[config.mk]
export PLATFORM = sky130hd
export DESIGN_NAME = up_down_count_monitor
export DESIGN_NICKNAME = d
export VERILOG_FILES = /design/src/rtl/udc_mon_pkg.sv /design/src/rtl/udc_step_classifier.sv /design/src/rtl/up_down_count_monitor.sv
export SDC_FILE = /design/constraint.sdc
export NUM_CORES = 1
export LEC_CHECK = 0
export ABC_AREA = 1
export CAP_MARGIN = 20
export CORE_ASPECT_RATIO = 1.4
export CORE_MARGIN = 5
export CORE_UTILIZATION = 30
export CTS_CLUSTER_SIZE = 24
export DETAILED_ROUTE_END_ITERATION = 6
export GPL_ROUTABILITY_DRIVEN = 0
export PLACE_DENSITY = 0.56
export SKIP_CTS_REPAIR_TIMING = 1
export SLEW_MARGIN = 10
export SYNTH_ARGS = -nofsm -noshare
export SYNTH_HDL_FRONTEND = slang
export SYNTH_SLANG_ARGS = --single-unit
export TNS_END_PERCENT = 100
[constraint.sdc]
create_clock -name clk -period 2.9 [get_ports clk]
set_input_delay 0.29 -clock clk [delete_from_list [all_inputs] [get_ports clk]]
set_output_delay 0.29 -clock clk [all_outputs]
set_load 0.02 [all_outputs]
[src/rtl/udc_mon_pkg.sv]
// Shared types and default sizes for the up/down count monitor.
// State and step-class enums are used by the top and the step classifier.
package udc_mon_pkg;

    localparam int UDC_WIDTH_DEF = 4;
    localparam int UDC_CNT_W_DEF = 8;

    typedef enum logic [1:0] {
        SYNC,
        IDLE,
        UP,
        DOWN
    } mon_state_t;

    typedef enum logic [1:0] {
        STEP_HOLD,
        STEP_INC,
        STEP_DEC,
        STEP_BAD
    } step_class_t;

endpackage

[src/rtl/udc_step_classifier.sv]
// Combinational step classifier: compares the sampled count against the reference
// modulo 2^WIDTH and flags whether the reference sits at either end of the range.
module udc_step_classifier
    import udc_mon_pkg::*;
#(
    parameter int WIDTH = UDC_WIDTH_DEF
) (
    input  logic [WIDTH-1:0] ref_val,
    input  logic [WIDTH-1:0] count_in,
    output step_class_t      step_class,
    output logic             at_max,
    output logic             at_zero
);

    logic [WIDTH-1:0] delta;

    // Unsigned subtraction wraps naturally, so -1 shows up as all ones.
    assign delta   = count_in - ref_val;
    assign at_max  = (ref_val == '1);
    assign at_zero = (ref_val == '0);

    always_comb begin
        step_class = STEP_BAD;
        if (delta == '0)
            step_class = STEP_HOLD;
        else if (delta == WIDTH'(1))
            step_class = STEP_INC;
        else if (delta == '1)
            step_class = STEP_DEC;
    end

endmodule

[src/rtl/up_down_count_monitor.sv]
// Observer for an up/down counter bus: infers direction and reports holds, wraps,
// direction changes and illegal jumps. Define UDC_MON_STICKY_ERR_EN to add err_flag.
//
// state | meaning
// SYNC  | no reference captured yet
// IDLE  | reference held, direction unknown
// UP    | last legal step was +1
// DOWN  | last legal step was -1
module up_down_count_monitor
    import udc_mon_pkg::*;
#(
    parameter int WIDTH = UDC_WIDTH_DEF,
    parameter int CNT_W = UDC_CNT_W_DEF
) (
    input  logic             clk,
    input  logic             rst,
    input  logic             sample_en,
    input  logic             resync,
    input  logic [WIDTH-1:0] count_in,
    output logic             dir_valid,
    output logic             dir_up,
    output logic             hold,
    output logic             wrap,
    output logic             dir_change,
    output logic             step_err,
    output logic [CNT_W-1:0] wrap_cnt,
    output logic [CNT_W-1:0] err_cnt
`ifdef UDC_MON_STICKY_ERR_EN
    ,
    output logic             err_flag
`endif
);

    localparam logic [CNT_W-1:0] CNT_MAX = '1;

    mon_state_t       state;
    logic [WIDTH-1:0] ref_q;
    step_class_t      step_class;
    logic             at_max;
    logic             at_zero;

    udc_step_classifier #(
        .WIDTH (WIDTH)
    ) u_classifier (
        .ref_val    (ref_q),
        .count_in   (count_in),
        .step_class (step_class),
        .at_max     (at_max),
        .at_zero    (at_zero)
    );

    always_ff @(posedge clk) begin
        if (rst) begin
            state      <= SYNC;
            ref_q      <= '0;
            dir_valid  <= 1'b0;
            dir_up     <= 1'b0;
            hold       <= 1'b0;
            wrap       <= 1'b0;
            dir_change <= 1'b0;
            step_err   <= 1'b0;
            wrap_cnt   <= '0;
            err_cnt    <= '0;
`ifdef UDC_MON_STICKY_ERR_EN
            err_flag   <= 1'b0;
`endif
        end else begin
            hold       <= 1'b0;
            wrap       <= 1'b0;
            dir_change <= 1'b0;
            step_err   <= 1'b0;

            if (resync) begin
                state     <= IDLE;
                ref_q     <= count_in;
                dir_valid <= 1'b0;
                dir_up    <= 1'b0;
            end else if (sample_en) begin
                ref_q <= count_in;
                if (state == SYNC) begin
                    state <= IDLE;
                end else begin
                    case (step_class)
                        STEP_HOLD: begin
                            hold <= 1'b1;
                        end
                        STEP_INC: begin
                            state      <= UP;
                            dir_valid  <= 1'b1;
                            dir_up     <= 1'b1;
                            wrap       <= at_max;
                            dir_change <= (state == DOWN);
                            if (at_max && wrap_cnt != CNT_MAX)
                                wrap_cnt <= wrap_cnt + CNT_W'(1);
                        end
                        STEP_DEC: begin
                            state      <= DOWN;
                            dir_valid  <= 1'b1;
                            dir_up     <= 1'b0;
                            wrap       <= at_zero;
                            dir_change <= (state == UP);
                            if (at_zero && wrap_cnt != CNT_MAX)
                                wrap_cnt <= wrap_cnt + CNT_W'(1);
                        end
                        default: begin
                            // An illegal jump means the direction can no longer be trusted.
                            state     <= IDLE;
                            dir_valid <= 1'b0;
                            dir_up    <= 1'b0;
                            step_err  <= 1'b1;
                            if (err_cnt != CNT_MAX)
                                err_cnt <= err_cnt + CNT_W'(1);
`ifdef UDC_MON_STICKY_ERR_EN
                            err_flag  <= 1'b1;
`endif
                        end
                    endcase
                end
            end
        end
    end

endmodule

After elaboration in Yosys (flattened, before gate mapping)
Cells that the tools add are included. Widths: inputs -> output; s select.

Register bits after elaboration: 28. Output and inout bits: 22. Word-level logic and storage cells: 67.

$add $sub $neg: 3. Equal/unequal tests: 13. Multiplexer cells: 18. Bitwise operators: 5. Reduce and logical (&&, ||, !) cells: 17.

Operators by type and width (number): $add 8x1->8 const B (2); $mux 8 (2); $ne 8x8->1 const B (2); $pmux 8 s2 (1); $eq 4x4->1 const B (2); $logic_not 4->1 (2); $mux 4 (2); $pmux 1 s2 (4); $eq 2x2->1 const B (3); $mux 2 (3); $ne 2x2->1 const B (3); $pmux 2 s3 (1); $reduce_and 6->1 (1); $mux 1 (5); $not 1->1 (5); $reduce_and 5->1 (1); $eq 4x1->1 const B (1); $logic_not 2->1 (2); $reduce_and 2->1 (2); $reduce_bool 2->1 (2); $reduce_or 2->1 (2); $reduce_or 4->1 (1); $sub 4x4->4 (1); $ne 3x3->1 const B (1); 4 further kinds (5).

Depth between registers and ports, before layout
Gate-level depths: netlist (run 1).

Depth after elaboration: 10. Gate-level depth with buffers: 16. Mapped depth without buffers: 16.

Cells and area by module
From an unflattened synthesis (run 1), not the netlist that was laid out.

Cells, all modules: 233. Area total of the unflattened synthesis: 1675.4 um^2.

Modules (own cells, without submodules): up_down_count_monitor (times used 1, cells an instance 199, area an instance 1482.7 um^2, sequential area each 560.5 um^2); udc_step_classifier (times used 1, cells an instance 34, area an instance 192.7 um^2, sequential area each 0.0 um^2).

Least setup slack after synthesis (run 1)
Ideal clock, no wire load.

Kind: input port to flip-flop. From: input port count_in[0]. To: register wrap_cnt[2]. Setup time: 113 ps. Arrival: 2613 ps. Slack: 173 ps. Stages on the path: 16. Buffers on the path: 0. Cells stage by stage: inv_1 > ha_1 > fa_1 > xor2_1 > inv_1 > nor2_1 > nand3_1 > nand2_1 > inv_1 > ha_1 > nor2_1 > inv_1 > a21oi_1 > nand4_1 > nand2_1 > nor2_1.

Longest elaborated chain between the ends: 8. Elaborated cells on any way between the ends: 14. Classes of those cells: add/sub (1); eq/ne (6); mux (4); reduce/logical (3).

RTL lines: start, declared (RTL line up_down_count_monitor.sv:19) `input logic [WIDTH-1:0] count_in,`; $sub 4x4->4 (*) (RTL line udc_step_classifier.sv:18) `assign delta = count_in - ref_val;`; $eq 4x4->1 (RTL line udc_step_classifier.sv:28) `else if (delta == '1)`; $mux 1 (RTL line udc_step_classifier.sv:28); $mux 2 (RTL line udc_step_classifier.sv:26) `else if (delta == WIDTH'(1))`; $mux 2 (*) (RTL line udc_step_classifier.sv:24) `if (delta == '0)`; $eq 2x2->1 or $eq 2x1->1 (tied branches) (RTL line up_down_count_monitor.sv:83) `case (step_class)`; $ne 2x2->1 (no line) or $reduce_bool 2->1 (tied branches); $reduce_and 6->1 (no line); end signal, assigned (RTL line up_down_count_monitor.sv:94) `wrap_cnt <= wrap_cnt + CNT_W'(1);`; end signal, assigned (RTL line up_down_count_monitor.sv:103) `wrap_cnt <= wrap_cnt + CNT_W'(1);`; end, declared (RTL line up_down_count_monitor.sv:26) `output logic [CNT_W-1:0] wrap_cnt,`.

Every way passes the cells marked *; elsewhere a longest branch is shown, timed or not. A chain may end at the register's enable or synchronous reset.

Worst setup path after layout (run 1)
From: input port count_in[0]. To: register wrap_cnt[0].

Same word-level chain as after synthesis.

==> metrics.cfg, run 1 <==
[drt]
wl_per_cell_um=10.7
firstDrtPassIters=4
drt_iter0_markers=75
dr_total_vias=1503
wirelength_um=3620
drc=0
ant_nets=0
via_per_inst=4.43

[flow_run]
drv_cap=0

[setup_path]
worstSetupPathType=in2reg
crit_start=count_in[0]
crit_chain=clkdlybuf4s50_1 > inv_1 > ha_1 > fa_2 > xor2_1 > inv_1 > nor2_2 > nand3_1 > nand2_1 > inv_1 > ha_1 > nor2_2 > inv_1 > a21oi_1 > buf_4 > nand4_1 > nand2_1 > nor2_1
slowest_delay_ns=0.45
worst_ep_arrival_time_ns=2.87
crit_slowest_cell=clkdlybuf4s50_1
reg2reg_from=ref_q[0]
crit_path_end_kind=register
start_kind=input port
crit_fanout=7
path_common_cell=inv_1
cp.required_ns=3.10

[synth]
postSynth.asyncResetShare=0
synth_edf_count=0
yosys_warnings=0
synth_nets=247
ys_top_cells_by_area=dfxtp_1, nand2_1, nor2_1
ys_seq_area_frac=0.348
yosysUniqueCellTypes=29
syn_inst=228
ys_seq_elements=28
syn_avg_cell_area_um2=7.06
mappedNetlistArea_um2=1610
synth_ff_type=dfxtp_1
yosysTopAreaCellShare=0.348
synth_top_cell_by_area=dfxtp_1

[power]
internal-power_w=0.000681
ir_drop_v=0.000179
power_density_nw_per_um2=443
power_w=0.000955
p_clk_frac=0.339
combPwrFrac=0.235
switching_share=0.286
power.leakage_nw=0.902
seq_power_share=0.426
p_switching_w=0.000273

[sta]
fin_worst_skew_ns=0.00179
timing.final.crit_share=0.921
setup_violations=0
fmax_mhz=374
hold_violations=0
relSlewSlack=0.669
rsz0062_at_grt=no
finalMaxSlewViolations=0
worst_pin_slew_ns=0.497
hold_slack_ns=0.472
fin_crit_ns=2.67

[global_routing]
grt_pass1_wl_um=6200
gr-total-overflow=0
grt_pass1_vias=1398
grt_max_degree=17
antenna_found_initial=0
track_usage=0.111

[clock_tree]
clockRootBuffer=clkbuf_8
clkLatencyLatePin_ns=0.29
cts_tree=built
h-tree-depth=1
cts_buffers=3
cts.path.max_buffers=2
cts.sinks=28
clk_pin_slew_worst_paths_ns=0.10

[floorplan]
rows=31
io_pins=30
initial_core_util=0.310
die_area_um2=6950
die_y_um=96.7
die_w_um=71.9
coreArea_um2=5200

[final_layout]
area_growth_pct=33.9
antenna_cells=0
final_common_cell=nand2_1
final_util=0.415
fin_cells=339
drive_above_1_share=0.117
mostFrequentLayoutCells=nand2_1, nor2_1, inv_1, clkdlybuf4s50_1, dfxtp_1
fin_nets=293
n_fill_cell=571
fin_area_um2=2150

[worst_hold_path]
min_path_type=reg2reg
min_from=dir_valid

[placement]
dp.cells=335
placed_cell_area_um2=2080
port_buffers=29
dp_hpwl_um=2830

[run_status]
status=finished, final reports clean

==> sequential cells by signal (all words and copies together), names as in the netlist <==
name,cells
state,2
wrap,1
wrap_cnt,8
dir_change,1
dir_valid,1
ref_q,4
err_cnt,8
dir_up,1
step_err,1
hold,1
==> logic make-up after synthesis <==
family,after synthesis,synth area share
AOI/OAI and AO/OA,33,0.115
xor gates and xnor gates,9,0.0490
adders and majority gates,11,0.0902
buffers and inverters,36,0.0855
DFF,28,0.348
and+or+nand+nor,111,0.312
==> critical path: cells and delay by family <==
family	cells	cell delay, ns
buffers and inverters	6	0.84
AND/OR/NAND/NOR	7	0.59
AO/OA/AOI/OAI	1	0.11
XOR/XNOR	1	0.17
adder cells (fa/ha/maj)	3	0.87
==> layout make-up <==
cell class	instances	area [um^2]	share of cell area
repair buffers	42	388	0.180
inverters	35	134	0.0621
multi-input cells	164	918	0.426
well taps	66	82.6	0.0383
flip-flops and latches	28	561	0.260
clock inverters	1	30.0	0.0139
clock buffers	3	41.3	0.0192
==> Yosys cell counts, types with 3 or more instances <==
cell / instances
o21ai_0: 11
nor2_1: 40
dfxtp_1: 28
xor2_1: 5
nand4_1: 8
a21oi_1: 17
xnor2_1: 4
nand3_1: 4
inv_1: 33
nand2_2: 3
nor3_1: 3
ha_1: 10
nand2_1: 46
==> per-layer routing <==
layer / routed length (um) / up-vias / share of wire / track usage
li1: - / 810 / - / -
met1: 1600 / 659 / 0.44 / 0.134
met2: 1750 / 28 / 0.48 / 0.183
met3: 185 / 6 / 0.051 / 0.0207
met4: 85 / 0 / 0.023 / 0.0564
met5: 0 / - / 0 / 0
==> per-stage QoR <==
| stage | setup TNS, ns | setup slack [ns] |
|---|---|---|
| final | 0 | 0.229 |
| after global routing | 0 | 0.00961 |
| after CTS | 0 | 0.137 |
| after detailed placement | -1.59 | -0.174 |
| after global placement | -1.24 | -0.152 |
| after floorplan | 0 | 0.173 |
==> power groups by stage <==
stage / clock network (W) / registers [W] / logic [W]
3_5_place_dp: 0 / 0.000415 / 0.000221
4_1_cts: 0.000334 / 0.000406 / 0.000222
3_3_place_gp: 0 / 0.000415 / 0.000219
6_report: 0.000324 / 0.000406 / 0.000224
2_1_floorplan: 0 / 0.000421 / 0.000123
5_1_grt: 0.000345 / 0.000409 / 0.000254
==> worst paths after layout <==
path / end / slack [ns] / cells after the start
worst max register to register: wrap_cnt[0] / 0.39 / 16
worst min-delay path: dir_valid / 0.47 / 2
worst max-delay path: wrap_cnt[0] / 0.23 / 18
worst min register to register: dir_valid / 0.47 / 2
Note: power is estimated with default switching activity, not from simulation.
==> run 2: changes to the inputs <==
--- a/config.mk
+++ b/config.mk
@@ -6,7 +6,7 @@
 export NUM_CORES = 1
 export LEC_CHECK = 0
 export ABC_AREA = 1
-export CAP_MARGIN = 20
+export CAP_MARGIN = 5
 export CORE_ASPECT_RATIO = 1.4
 export CORE_MARGIN = 5
 export CORE_UTILIZATION = 30
==> results of run 2 <==
No change in the layout: final DEF, timing and power equal those of run 1.
